<file path="src/rtl/btn_pulse_gen_if.sv">
`default_nettype none
`timescale 1ns/1ps
// ============================================================================
// Module      : btn_pulse_gen_if
// Description : Signal bundle between the raw push-button pins and the button
//               conditioner. The master side owns the raw pins; the slave side
//               (btn_pulse_gen) returns debounced levels and one-cycle strobes.
// Ports       : btn_raw     - raw active-high pins, asynchronous to clk
//               btn_level   - debounced level per channel
//               btn_pulse   - one-cycle strobe on each accepted press
//               short_pulse - one-cycle strobe on release before long threshold
//               long_pulse  - one-cycle strobe when a hold reaches long threshold
// Revision    : 1.0 - initial release
// ============================================================================
interface btn_pulse_gen_if #(
    parameter int N_BTN = 6
);
    logic [N_BTN-1:0] btn_raw;
    logic [N_BTN-1:0] btn_level;
    logic [N_BTN-1:0] btn_pulse;
    logic [N_BTN-1:0] short_pulse;
    logic [N_BTN-1:0] long_pulse;

    // Board / stimulus side: drives the pins, observes the conditioned results.
    modport master (
        output btn_raw,
        input  btn_level,
        input  btn_pulse,
        input  short_pulse,
        input  long_pulse
    );

    // Conditioner side.
    modport slave (
        input  btn_raw,
        output btn_level,
        output btn_pulse,
        output short_pulse,
        output long_pulse
    );
endinterface : btn_pulse_gen_if
`default_nettype wire

</file>
<file path="src/rtl/btn_pulse_gen.sv">
`default_nettype none
`timescale 1ns/1ps
// ============================================================================
// Module      : btn_pulse_gen
// Description : Push-button front end. For each of N_BTN independent channels
//               the raw pin is synchronised (two flops), debounced by requiring
//               DEBOUNCE_CYCLES consecutive samples that differ from the
//               accepted level, and then classified into press, short-release
//               and long-press strobes, each exactly one clock wide.
//               Channel map: 0 power, 1 menu, 2 mode1, 3 mode2, 4 mode3,
//               5 self-clean.
// Ports       : clk    - system clock
//               rst    - asynchronous active-high reset, clears all state
//               bus_if - btn_pulse_gen_if.slave (raw pins in, level/strobes out)
// Revision    : 1.0 - initial release
// ============================================================================
module btn_pulse_gen #(
    parameter int N_BTN             = 6,
    parameter int DEBOUNCE_CYCLES   = 2_000_000,
    parameter int LONG_PRESS_CYCLES = 300_000_000
) (
    input  wire logic          clk,
    input  wire logic          rst,
    btn_pulse_gen_if.slave     bus_if
);

    // ------------------------------------------------------------------------
    // Counter widths and comparison constants
    // ------------------------------------------------------------------------
    localparam int DCNT_W = (DEBOUNCE_CYCLES > 2) ? $clog2(DEBOUNCE_CYCLES) : 1;
    localparam int HCNT_W = $clog2(LONG_PRESS_CYCLES + 1);

    // Last count value before a differing sample is accepted.
    localparam logic [DCNT_W-1:0] C_DCNT_LAST = DCNT_W'(DEBOUNCE_CYCLES - 1);
    // Saturation value of the hold counter; reaching it qualifies a long press.
    localparam logic [HCNT_W-1:0] C_HCNT_MAX  = HCNT_W'(LONG_PRESS_CYCLES);
    localparam logic [HCNT_W-1:0] C_HCNT_PRE  = HCNT_W'(LONG_PRESS_CYCLES - 1);

    // Per-channel results gathered into vectors before reaching the interface.
    logic [N_BTN-1:0] w_level;
    logic [N_BTN-1:0] w_btn_pulse;
    logic [N_BTN-1:0] w_short_pulse;
    logic [N_BTN-1:0] w_long_pulse;

    // ------------------------------------------------------------------------
    // Per-channel conditioner
    //
    // The five channel states are carried implicitly:
    //   IDLE         stable = 0, dcnt = 0
    //   PRESS_PEND   stable = 0, sync2 = 1, dcnt counting
    //   HELD         stable = 1, hcnt < LONG
    //   LONG_HELD    stable = 1, hcnt = LONG
    //   RELEASE_PEND stable = 1, sync2 = 0, dcnt counting
    // ------------------------------------------------------------------------
    generate
        for (genvar g = 0; g < N_BTN; g++) begin : g_chan
            // Synchroniser
            logic              sync1_q;
            logic              sync2_q;
            // Debounce
            logic              stable_q;
            logic              stable_d;
            logic              stable_dly_q;
            logic [DCNT_W-1:0] dcnt_q;
            logic [DCNT_W-1:0] dcnt_d;
            // Hold classification
            logic [HCNT_W-1:0] hcnt_q;
            logic [HCNT_W-1:0] hcnt_d;
            // Strobes
            logic              btn_pulse_q;
            logic              btn_pulse_d;
            logic              short_pulse_q;
            logic              short_pulse_d;
            logic              long_pulse_q;
            logic              long_pulse_d;

            // ---------------- next-state logic ----------------
            always_comb begin
                stable_d      = stable_q;
                dcnt_d        = '0;
                hcnt_d        = hcnt_q;
                btn_pulse_d   = 1'b0;
                short_pulse_d = 1'b0;
                long_pulse_d  = 1'b0;

                // Debounce: any sample agreeing with the accepted level
                // restarts the count, so only an unbroken run is accepted.
                if (sync2_q != stable_q) begin
                    if (dcnt_q == C_DCNT_LAST) begin
                        stable_d = sync2_q;
                    end else begin
                        dcnt_d = dcnt_q + 1'b1;
                    end
                end

                // Hold counter saturates so a long hold can neither
                // re-trigger the long strobe nor wrap around.
                if (!stable_q) begin
                    hcnt_d = '0;
                end else if (hcnt_q != C_HCNT_MAX) begin
                    hcnt_d = hcnt_q + 1'b1;
                end

                // Rising edge of the debounced level.
                btn_pulse_d   = stable_q & ~stable_dly_q;

                // Falling edge; hcnt still holds the length of the finished
                // press on this cycle because it is only cleared next edge.
                short_pulse_d = ~stable_q & stable_dly_q & (hcnt_q < C_HCNT_MAX);

                // Exactly one strobe on the 9..→ LONG transition.
                long_pulse_d  = stable_q & (hcnt_q == C_HCNT_PRE);
            end

            // ---------------- state registers ----------------
            always_ff @(posedge clk or posedge rst) begin
                if (rst) begin
                    sync1_q       <= 1'b0;
                    sync2_q       <= 1'b0;
                    stable_q      <= 1'b0;
                    stable_dly_q  <= 1'b0;
                    dcnt_q        <= '0;
                    hcnt_q        <= '0;
                    btn_pulse_q   <= 1'b0;
                    short_pulse_q <= 1'b0;
                    long_pulse_q  <= 1'b0;
                end else begin
                    sync1_q       <= bus_if.btn_raw[g];
                    sync2_q       <= sync1_q;
                    stable_q      <= stable_d;
                    stable_dly_q  <= stable_q;
                    dcnt_q        <= dcnt_d;
                    hcnt_q        <= hcnt_d;
                    btn_pulse_q   <= btn_pulse_d;
                    short_pulse_q <= short_pulse_d;
                    long_pulse_q  <= long_pulse_d;
                end
            end

            assign w_level[g]       = stable_q;
            assign w_btn_pulse[g]   = btn_pulse_q;
            assign w_short_pulse[g] = short_pulse_q;
            assign w_long_pulse[g]  = long_pulse_q;
        end : g_chan
    endgenerate

    // ------------------------------------------------------------------------
    // Outputs
    // ------------------------------------------------------------------------
    assign bus_if.btn_level   = w_level;
    assign bus_if.btn_pulse   = w_btn_pulse;
    assign bus_if.short_pulse = w_short_pulse;
    assign bus_if.long_pulse  = w_long_pulse;

endmodule : btn_pulse_gen
`default_nettype wire

</file>
<file path="src/flat_wrapper.sv">
// flat-port wrapper written by rule: the top's interface ports become plain ports
module btn_pulse_gen_flat 
#(
    parameter int N_BTN             = 6,
    parameter int DEBOUNCE_CYCLES   = 2_000_000,
    parameter int LONG_PRESS_CYCLES = 300_000_000
)
  (clk, rst, bus_if_btn_raw, bus_if_btn_level, bus_if_btn_pulse, bus_if_short_pulse, bus_if_long_pulse);
  btn_pulse_gen_if #(.N_BTN(N_BTN)) bus_if_i ();
  input  wire logic clk;
  input  wire logic rst;
  input wire logic [$bits(bus_if_i.btn_raw)-1:0] bus_if_btn_raw;
  output wire logic [$bits(bus_if_i.btn_level)-1:0] bus_if_btn_level;
  output wire logic [$bits(bus_if_i.btn_pulse)-1:0] bus_if_btn_pulse;
  output wire logic [$bits(bus_if_i.short_pulse)-1:0] bus_if_short_pulse;
  output wire logic [$bits(bus_if_i.long_pulse)-1:0] bus_if_long_pulse;
  assign bus_if_i.btn_raw = bus_if_btn_raw;
  assign bus_if_btn_level = bus_if_i.btn_level;
  assign bus_if_btn_pulse = bus_if_i.btn_pulse;
  assign bus_if_short_pulse = bus_if_i.short_pulse;
  assign bus_if_long_pulse = bus_if_i.long_pulse;
  btn_pulse_gen #(.N_BTN(N_BTN), .DEBOUNCE_CYCLES(DEBOUNCE_CYCLES), .LONG_PRESS_CYCLES(LONG_PRESS_CYCLES)) u_core (.clk(clk), .rst(rst), .bus_if(bus_if_i));
endmodule
</file>
<file path="config.mk">
export PLATFORM = sky130hd
export DESIGN_NAME = btn_pulse_gen_flat
export DESIGN_NICKNAME = d
export VERILOG_FILES = /design/src/rtl/btn_pulse_gen_if.sv /design/src/rtl/btn_pulse_gen.sv /design/src/flat_wrapper.sv
export SDC_FILE = /design/constraint.sdc
export NUM_CORES = 1
export LEC_CHECK = 0
export BUFFER_PORTS_ARGS = -buffer_cell sky130_fd_sc_hd__buf_4
export CORE_UTILIZATION = 46
export CTS_CLUSTER_DIAMETER = 30
export DETAILED_ROUTE_END_ITERATION = 6
export GPL_TIMING_DRIVEN = 1
export HOLD_SLACK_MARGIN = 0.15
export PLACE_DENSITY_LB_ADDON = 0.15
export SLEW_MARGIN = 10
export SYNTH_ARGS = -nofsm -noshare
export SYNTH_HDL_FRONTEND = slang
export SYNTH_SLANG_ARGS = --single-unit
</file>
<file path="constraint.sdc">
create_clock -name clk -period 29.4 [get_ports clk]
set_input_delay 1.47 -clock clk [delete_from_list [all_inputs] [get_ports clk]]
set_output_delay 1.47 -clock clk [all_outputs]
set_load 0.02 [all_outputs]
</file>
==> results of run 1 <==
metal layers:
metal	vias up	wire, um	global-route usage [%]
li1	5980	-	-
met1	5850	15600	24.6
met2	153	14500	27.3
met3	58	1260	4.03
met4	0	618	6.94
met5	-	0	0
final cells by class:
| class | count | share of cell area (%) |
|---|---|---|
| Sequential cell | 342 | 42.0 |
| Multi-Input combinational cell | 1252 | 39.2 |
| Clock buffer | 113 | 11.6 |
| Tap cell | 468 | 2.87 |
| Clock inverter | 37 | 1.94 |
| Timing Repair Buffer | 39 | 1.50 |
| Inverter | 44 | 0.847 |
cells in the mapped netlist, types with 4 or more instances:
cell type	instances
dfrtp_1	342
nor2_1	188
xnor2_1	143
and2_1	123
xor2_1	120
nand3_1	117
nand2_1	116
nand4_1	84
nor3_1	49
inv_1	43
clkbuf_1	39
nor4_1	38
and3_1	30
and4_1	25
buf_4	24
o21ai_0	23
or3_1	20
nor2b_1	19
ha_1	18
or2_2	13
a21boi_0	11
a21oi_1	11
nand2b_1	11
nand4b_1	8
nor4b_1	7
or4_1	7
nand3b_1	6
buf_2	5
mux2_2	5
o211ai_1	5
mux2i_1	4
nor3_2	4
nor4_2	4
o21a_1	4
how the worst max path moves through the flow:
stage | slack [ns] | cells after the start | endpoint | startpoint
floorplan | 18.45 | 1 | u_core.g_chan[0].btn_pulse_q | rst
global placement | 25.39 | 4 | u_core.g_chan[5].hcnt_q[2] | rst
detailed placement | 25.35 | 4 | u_core.g_chan[5].hcnt_q[2] | rst
CTS | 25.96 | 4 | u_core.g_chan[5].hcnt_q[2] | rst
global route | 25.65 | 4 | u_core.g_chan[0].dcnt_q[19] | rst
finish | 26.13 | 4 | u_core.g_chan[0].dcnt_q[19] | rst
metrics by stage:
step                      total power (uW)  utilization (%)  cells  hold WS (ns)
after floorplan                        498                -   1708         0.331
after global placement                 503             48.1   2145         0.334
after detailed placement               503             48.1   2145         0.335
after CTS                             1400             55.7   2295         0.344
after global routing                  1430             55.7   2295         0.349
final                                 1380             55.7   2295         0.343
logic make-up after synthesis:
kind of cell / after synthesis / share of synthesized area, %
flip-flops: 342 / 50.1
XOR/XNOR: 263 / 13.5
adder cells (fa/ha/maj): 18 / 1.32
multiplexers: 9 / 0.564
AND/OR/NAND/NOR: 892 / 28.8
AO/OA/AOI/OAI: 70 / 2.67
buffers and inverters: 114 / 3.11
worst max-delay path: cells and delay by family:
| kind | cells | cell delay, ns |
|---|---|---|
| buffers and inverters | 4 | 2.07 |
state kept, by name (all words and copies together), names as in the netlist:
signal                       flops
u_core.g_chan.hcnt_q           174
u_core.g_chan.dcnt_q           126
u_core.g_chan.btn_pulse_q        6
u_core.g_chan.long_pulse_q       6
u_core.g_chan.short_pulse_q      6
u_core.g_chan.stable_dly_q       6
u_core.g_chan.stable_q           6
u_core.g_chan.sync1_q            6
u_core.g_chan.sync2_q            6
power groups by stage:
stage	combinational (uW)	sequential, uW	clock [uW]
after CTS	18.7	478	903
after global routing	20.9	478	930
after global placement	18.4	485	0
final	17.3	478	882
after floorplan	13.1	484	0
after detailed placement	18.5	485	0
==> impl_metrics.yaml, run 1 <==
clock_tree:
  cts_made_buffers: 83
  cts_tree: "done"
  path_clk_slew_ns: 0.04
  insertion_delay_ns: 0.58
  cts_root_buffer: "clkbuf_16"
  cts_setup_buffers: 0
  cts_hold_buf: 0
  cts.repair.resized: 0
  cts_buffer_depth: 3
  htreeDepth: 3
  cts.sinks: 342
layout:
  syn_to_final_growth_pct: 19.4
  layout_commonest_cell: "dfrtp_1"
  seq_area_mm2: 0.00856
  final_area_mm2: 0.0204
  fillers: 3222
  layout_common_cells: "dfrtp_1, nor2_1, xnor2_1, and2_1, xor2_1"
  drive_above_1_share_pct: 12.0
  multi_input_area_mm2: 0.00800
  n_antenna_cell: 0
  fin_nets: 1788
grt:
  grt_pass1_wl_mm: 57.5
  grt_pass1_vias: 12100
  grt_max_degree: 154
  overflow: 0
  grt_use_total_pct: 17.8
  antenna_found_initial: 0
power:
  p_comb_share_pct: 1.3
  irDropWorstVdd_uv: 35.5
  powerDensity_mw_per_mm2: 67.5
  clkPwrFrac_pct: 64.0
  seqPwrFrac_pct: 34.7
  cellInternalPower_uw: 1090
  switching_power_uw: 287
  swShare_pct: 20.8
  leakage_uw: 0.00886
floorplanning:
  rows: 70
  die_area_mm2: 0.0379
  dieWidth_um: 195
  core_mm2: 0.0366
  io_pins: 32
  die_h_um: 195
  initial_core_util_pct: 46.7
yosys:
  synth_cell_types: 64
  synthArstFlopShare_pct: 100
  yosys.area.top_type: "dfrtp_1"
  avgSynthCellArea_um2: 10.0
  synthFlopType: "dfrtp_1"
  ys_ff_latch: 342
  syn-num-nets: 1734
  netlist_instances: 1708
  ys_seq_area_share_pct: 50.1
  netlist_area_mm2: 0.0171
  ys_warn_count: 0
  synth_edf_count: 0
  synth_top_area_share_pct: 50.1
  synth_area_leaders: "dfrtp_1, xnor2_1, xor2_1, and2_1, nor2_1"
sta:
  period_share_pct: 11.1
  tightest_slew_ns: 1.01
  setup_viol: 0
  slew_headroom_pct: 32.1
  setup_slack_ns: 26.13
  fin_crit_ns: 3.27
  final_max_slew_viol_count: 0
  rsz0062_at_grt: "false"
  timing.fmax_mhz: 306
  hold_viol_final: 0
  skew_ns: 0.0149
  tns_ns: 0
critical_path:
  critPathRequiredTime_ns: 29.95
  regToRegStartpoint: "u_core.g_chan[5].hcnt_q[0]"
  worstPathArrival_ns: 3.82
  cp-start-kind: "primary input"
  path_class: "in -> async"
  r2r_slack_ns: 27.09
  path_cells: "buf_4, inv_8, buf_12, buf_4"
  worstReg2RegEnd: "u_core.g_chan[5].hcnt_q[16]"
  crit_top_cell: "buf_4"
  worstSetupEndpointType: "async pin"
  path_max_fanout: 153
  crit_path_top_delay_cell: "buf_4"
  r2r_cells: 6
  max_stage_delay_ns: 0.82
placement:
  dp_slack_ns: 25.35
  detailed_place_hpwl_mm: 19.5
  port_buffers: 31
  placed_area_mm2: 0.0176
  gp_congestion: 0.788
routing:
  drc: 0
  wire_per_inst_um: 13.9
  ant_nets: 0
  dr.first_iter.drc_count: 653
  vias: 12000
  vias_per_cell: 5.25
  wl_mm: 32.0
  dr.pass1.iters: 5
run:
  cap_violations: 0
hold_path:
  min_to: "u_core.g_chan[0].sync2_q"
  worstHoldPathType: "reg -> reg"
  hp-start: "u_core.g_chan[0].sync1_q"
  min_path_cells: 0
run_status:
  outcome: "finished clean"
Note: power is estimated with default switching activity, not from simulation.
==> inputs of run 2 (changes only) <==
- clock period: 29.4 -> 2.9 ns (I/O delays scaled with it)
==> run 2 against run 1 <==
Sequential power increased to 10 times the previous value. Largest power group unchanged. Worst hold slack got worse by 0.14 ns. Count of clock-buffer cells in the layout decreased by 15. Design area increased by 1.4%. Flip-flop and latch count unchanged. Global-route usage decreased by 0.070 points. Via count increased by 0.48%.
==> impl_metrics.yaml, run 2 (same netlist as run 1, synthesis figures left out) <==
clock_tree:
  cts_tree: "done"
  cts_buffer_depth: 3
  cts.repair.resized: 0
  insertion_delay_ns: 0.60
  cts_setup_buffers: 0
  cts_root_buffer: "clkbuf_16"
  cts.sinks: 342
  path_clk_slew_ns: 0.05
  cts_made_buffers: 82
  htreeDepth: 3
floorplanning:
  die_h_um: 195
  core_mm2: 0.0366
  dieWidth_um: 195
  die_area_mm2: 0.0379
  initial_core_util_pct: 46.7
  io_pins: 32
  rows: 70
layout:
  final_util_pct: 56.5
  reg_top3: "u_core.g_chan.hcnt_q x174, u_core.g_chan.dcnt_q x126"
  largest_register: "u_core.g_chan.hcnt_q"
  final_area_mm2: 0.0207
  n_antenna_cell: 0
  drive_above_1_share_pct: 12.9
  fin_nets: 1808
  layout_commonest_cell: "dfrtp_1"
  largest_reg_flops: 174
  layout_common_cells: "dfrtp_1, nor2_1, xnor2_1, and2_1, xor2_1"
  finalNonFillerCells: 2318
  syn_to_final_growth_pct: 21.0
hold_path:
  worstHoldPathType: "in -> reg"
  min_path_cells: 2
sta:
  tightest_slew_ns: 0.865
  rsz0062_at_grt: "false"
  final_max_slew_viol_count: 0
  slew_headroom_pct: 41.8
  setup_slack_ns: 0.730
  fin_crit_ns: 2.17
  period_share_pct: 74.8
  timing.fmax_mhz: 461
  hold_viol_final: 0
  tns_ns: 0
  skew_ns: 0.0240
  setup_viol: 0
grt:
  antenna_found_initial: 0
  grt_max_degree: 114
  grt_pass1_vias: 12300
  grt_use_total_pct: 17.8
  grt_pass1_wl_mm: 57.2
  overflow: 0
run_status:
  outcome: "finished clean"
placement:
  gp_congestion: 0.783
  detailed_place_hpwl_mm: 19.5
  dp.cells: 2158
  port_buffers: 31
  dp_slack_ns: 0.747
  placed_area_mm2: 0.0177
run:
  cap_violations: 0
critical_path:
  path_cells: "or4b_2, nor4_1, or2_2, nor2_1"
  path_depth: 4
  r2r_slack_ns: 0.73
  path_class: "reg -> reg"
  max_stage_delay_ns: 0.67
  worstPathArrival_ns: 2.62
  crit_path_start: "u_core.g_chan[1].dcnt_q[14]"
  crit_family: "simple AND/OR/NAND/NOR gates"
  worstSetupEndpointType: "flop"
  regToRegStartpoint: "u_core.g_chan[1].dcnt_q[14]"
  path_max_fanout: 20
  r2r_cells: 4
  timing.critical_path.buf_inv: 0
  critPathCapture: "u_core.g_chan[1].dcnt_q[5]"
  critPathRequiredTime_ns: 3.35
  cp-start-kind: "flop"
  crit_path_top_delay_cell: "or4b_2"
  worstReg2RegEnd: "u_core.g_chan[1].dcnt_q[5]"
power:
  irDropWorstVdd_uv: 570
  leakage_uw: 0.00900
  powerDensity_mw_per_mm2: 694
routing:
  ant_nets: 0
  top_layer: "met4"
  met3WireLength_mm: 1.04
  wl_met2_mm: 14.7
  vias: 12100
  dr.pass1.iters: 4
  wl_met1_mm: 15.4
  wire_per_inst_um: 13.8
  drc: 0
  dr.first_iter.drc_count: 645
  vias_per_cell: 5.22
  wl_mm: 31.9
[run 2: how the worst min path moves through the flow]
stage	endpoint	startpoint	slack (ns)
2_1_floorplan	u_core.g_chan[0].sync1_q	bus_if_btn_raw[0]	0.18
5_1_grt	u_core.g_chan[5].sync1_q	bus_if_btn_raw[5]	0.17
4_1_cts	u_core.g_chan[5].sync1_q	bus_if_btn_raw[5]	0.17
3_5_place_dp	u_core.g_chan[3].hcnt_q[27]	rst	0.19
3_3_place_gp	u_core.g_chan[3].hcnt_q[27]	rst	0.19
6_report	u_core.g_chan[5].sync1_q	bus_if_btn_raw[5]	0.20
[run 2: power by group]
| part | total [uW] | internal [uW] | leakage, uW | switching, uW |
|---|---|---|---|---|
| sequential | 4840 | 4820 | 0.00474 | 27.7 |
| clock | 9330 | 6290 | 0.00140 | 3040 |
| combinational | 190 | 49.5 | 0.00287 | 141 |
[run 2: layout make-up]
class / instances / area [um2]
multi-input cells: 1252 / 8000
repair buffers: 60 / 508
well taps: 468 / 586
inverters: 44 / 169
clock inverters: 54 / 671
flip-flops and latches: 342 / 8560
fillers: 3188 / 15900
clock buffers: 98 / 2190
[run 2: what timing repair did]
action                                  CTS  global route
endpoints found under the setup margin    0             0
hold endpoints to repair                348             0
hold buffers                              8             0
[run 2: metal layers]
metal  GRT usage, %  vias up
met5              0        -
met4           6.50        0
met3           4.10       62
met2           28.3      133
met1           23.7     5870
li1               -     6034
[run 2: per-stage QoR]
step / power, uW / hold slack [ns]
6_report: 14400 / 0.199
5_1_grt: 14900 / 0.169
4_1_cts: 14600 / 0.167
3_5_place_dp: 5110 / 0.190
3_3_place_gp: 5110 / 0.190
2_1_floorplan: 5050 / 0.176
[run 2: worst reg2reg max path: cells and delay by family, from the launching register on]
kind,cells,cell delay [ns]
and+or+nand+nor,4,1.60
DFF,1,0.42
==> inputs of run 3 (changes only) <==
- clock period: 2.9 -> 2.25 ns (I/O delays scaled with it)
==> run 3 against run 2 <==
Flip-flop and latch count unchanged. Via count grew 0.96%. Utilization up 0.52 points. Critical path type unchanged. Critical endpoint is now u_core.g_chan[1].dcnt_q[10]. Highest routed layer unchanged.
==> impl_metrics.yaml, run 3 (same netlist as run 1, synthesis figures left out) <==
run_status:
  outcome: "finished clean"
power:
  powerDensity_mw_per_mm2: 884
  leakage_uw: 0.00912
  irDropWorstVdd_uv: 724
routing:
  vias: 12200
  drc: 0
  dr.first_iter.drc_count: 507
  wire_per_inst_um: 13.8
  dr.pass1.iters: 5
  wl_mm: 32.2
  ant_nets: 0
  vias_per_cell: 5.22
sta:
  timing.fmax_mhz: 476
  slew_headroom_pct: 59.1
  period_share_pct: 93.3
  setup_viol: 0
  fin_crit_ns: 2.10
  final_max_slew_viol_count: 0
  tightest_slew_ns: 0.608
  hold_viol_final: 0
  skew_ns: 0.0172
  rsz0062_at_grt: "false"
  hold-worst-slack_ns: 0.197
hold_path:
  worstHoldPathType: "in -> reg"
clock_tree:
  cts_tree: "done"
  cts_setup_buffers: 0
  path_clk_slew_ns: 0.05
  insertion_delay_ns: 0.57
  cts_root_buffer: "clkbuf_16"
  htreeDepth: 3
  cts_buffer_depth: 3
  cts_made_buffers: 83
  cts.sinks: 342
floorplanning:
  initial_core_util_pct: 46.7
  dieWidth_um: 195
  die_h_um: 195
  core_mm2: 0.0366
  die_area_mm2: 0.0379
  io_pins: 32
  rows: 70
grt:
  use_met1_pct: 23.9
  overflow: 0
  grt_use_total_pct: 17.9
  grt_max_degree: 111
  met3_usage_pct: 3.97
  grt_util_met2_pct: 28.4
  grt_pass1_vias: 12200
  grt_pass1_wl_mm: 57.4
  grt_busiest_layer: "met2"
  antenna_found_initial: 0
layout:
  layout_common_cells: "dfrtp_1, nor2_1, xnor2_1, and2_1, xor2_1"
  syn_to_final_growth_pct: 22.1
  fin_nets: 1828
  final_util_pct: 57.0
  largest_reg_flops: 174
  reg_top3: "u_core.g_chan.hcnt_q x174, u_core.g_chan.dcnt_q x126"
  n_antenna_cell: 0
  layout_commonest_cell: "dfrtp_1"
  final_area_mm2: 0.0209
  largest_register: "u_core.g_chan.hcnt_q"
  drive_above_1_share_pct: 13.9
  finalNonFillerCells: 2338
placement:
  placed_area_mm2: 0.0179
  gp_congestion: 0.794
  port_buffers: 31
  detailed_place_hpwl_mm: 19.8
  dp.cells: 2177
critical_path:
  cp-start-kind: "flop"
  worstSetupEndpointType: "flop"
  path_max_fanout: 20
  critPathRequiredTime_ns: 2.68
  worstPathArrival_ns: 2.53
  path_class: "reg -> reg"
run:
  cap_violations: 0
[run 3: where the power goes]
| part | switching [uW] | internal, uW | leakage (uW) | total [uW] |
|---|---|---|---|---|
| sequential | 35.9 | 6210 | 0.00474 | 6250 |
| clock | 3620 | 8340 | 0.00141 | 12000 |
| combinational | 184 | 68.2 | 0.00298 | 252 |
| total | 3840 | 14600 | 0.00912 | 18500 |
[run 3: area by class of cell]
class / instances / area (um2)
Clock buffer: 114 / 2440
Clock inverter: 39 / 428
Fill cell: 3145 / 15700
Timing Repair Buffer: 79 / 676
Tap cell: 468 / 586
Sequential cell: 342 / 8560
Multi-Input combinational cell: 1252 / 8020
Inverter: 44 / 169
[run 3: worst max-delay path, cell delays in order, from the launching register on]
cell and delay (ns):
dfrtp_1 0.41, or4b_2 0.68, nor4_1 0.33, or2_2 0.42, nor2_1 0.12
[run 3: through the flow]
stage / total power (uW) / setup WS [ns] / setup TNS (ns)
after global placement: 6590 / 0.194 / 0
after floorplan: 6500 / -2.44 / -833.46
after global routing: 19100 / 0.00573 / 0
final: 18500 / 0.151 / 0
after CTS: 18700 / 0.104 / 0
after detailed placement: 6590 / 0.135 / 0
[run 3: metal layers]
metal	vias to the layer above	wire length, um	share of wire, %
met4	0	856	2.7
met3	69	972	3.0
met5	-	0	0
met1	5944	15500	48
li1	6064	-	-
met2	138	14900	46
[run 3: repair_timing]
item                                    4_1_cts  5_1_grt
hold buffers                                  8        0
endpoints found under the setup margin        0       62
resized for setup                             0        6
hold endpoints to repair                    348        0
[run 3: path summary, 6_finish.rpt]
check / startpoint / endpoint / slack, ns / cells after the start
setup reg to reg: u_core.g_chan[1].dcnt_q[14] / u_core.g_chan[1].dcnt_q[10] / 0.15 / 4
max in group asynchronous: rst / u_core.g_chan[2].dcnt_q[10] / 0.71 / 5
hold / removal: bus_if_btn_raw[0] / u_core.g_chan[0].sync1_q / 0.20 / 2
hold reg to reg: u_core.g_chan[3].sync1_q / u_core.g_chan[3].sync2_q / 0.34 / 0
min in group asynchronous: rst / u_core.g_chan[3].hcnt_q[23] / 0.66 / 4
setup / recovery: u_core.g_chan[1].dcnt_q[14] / u_core.g_chan[1].dcnt_q[10] / 0.15 / 4
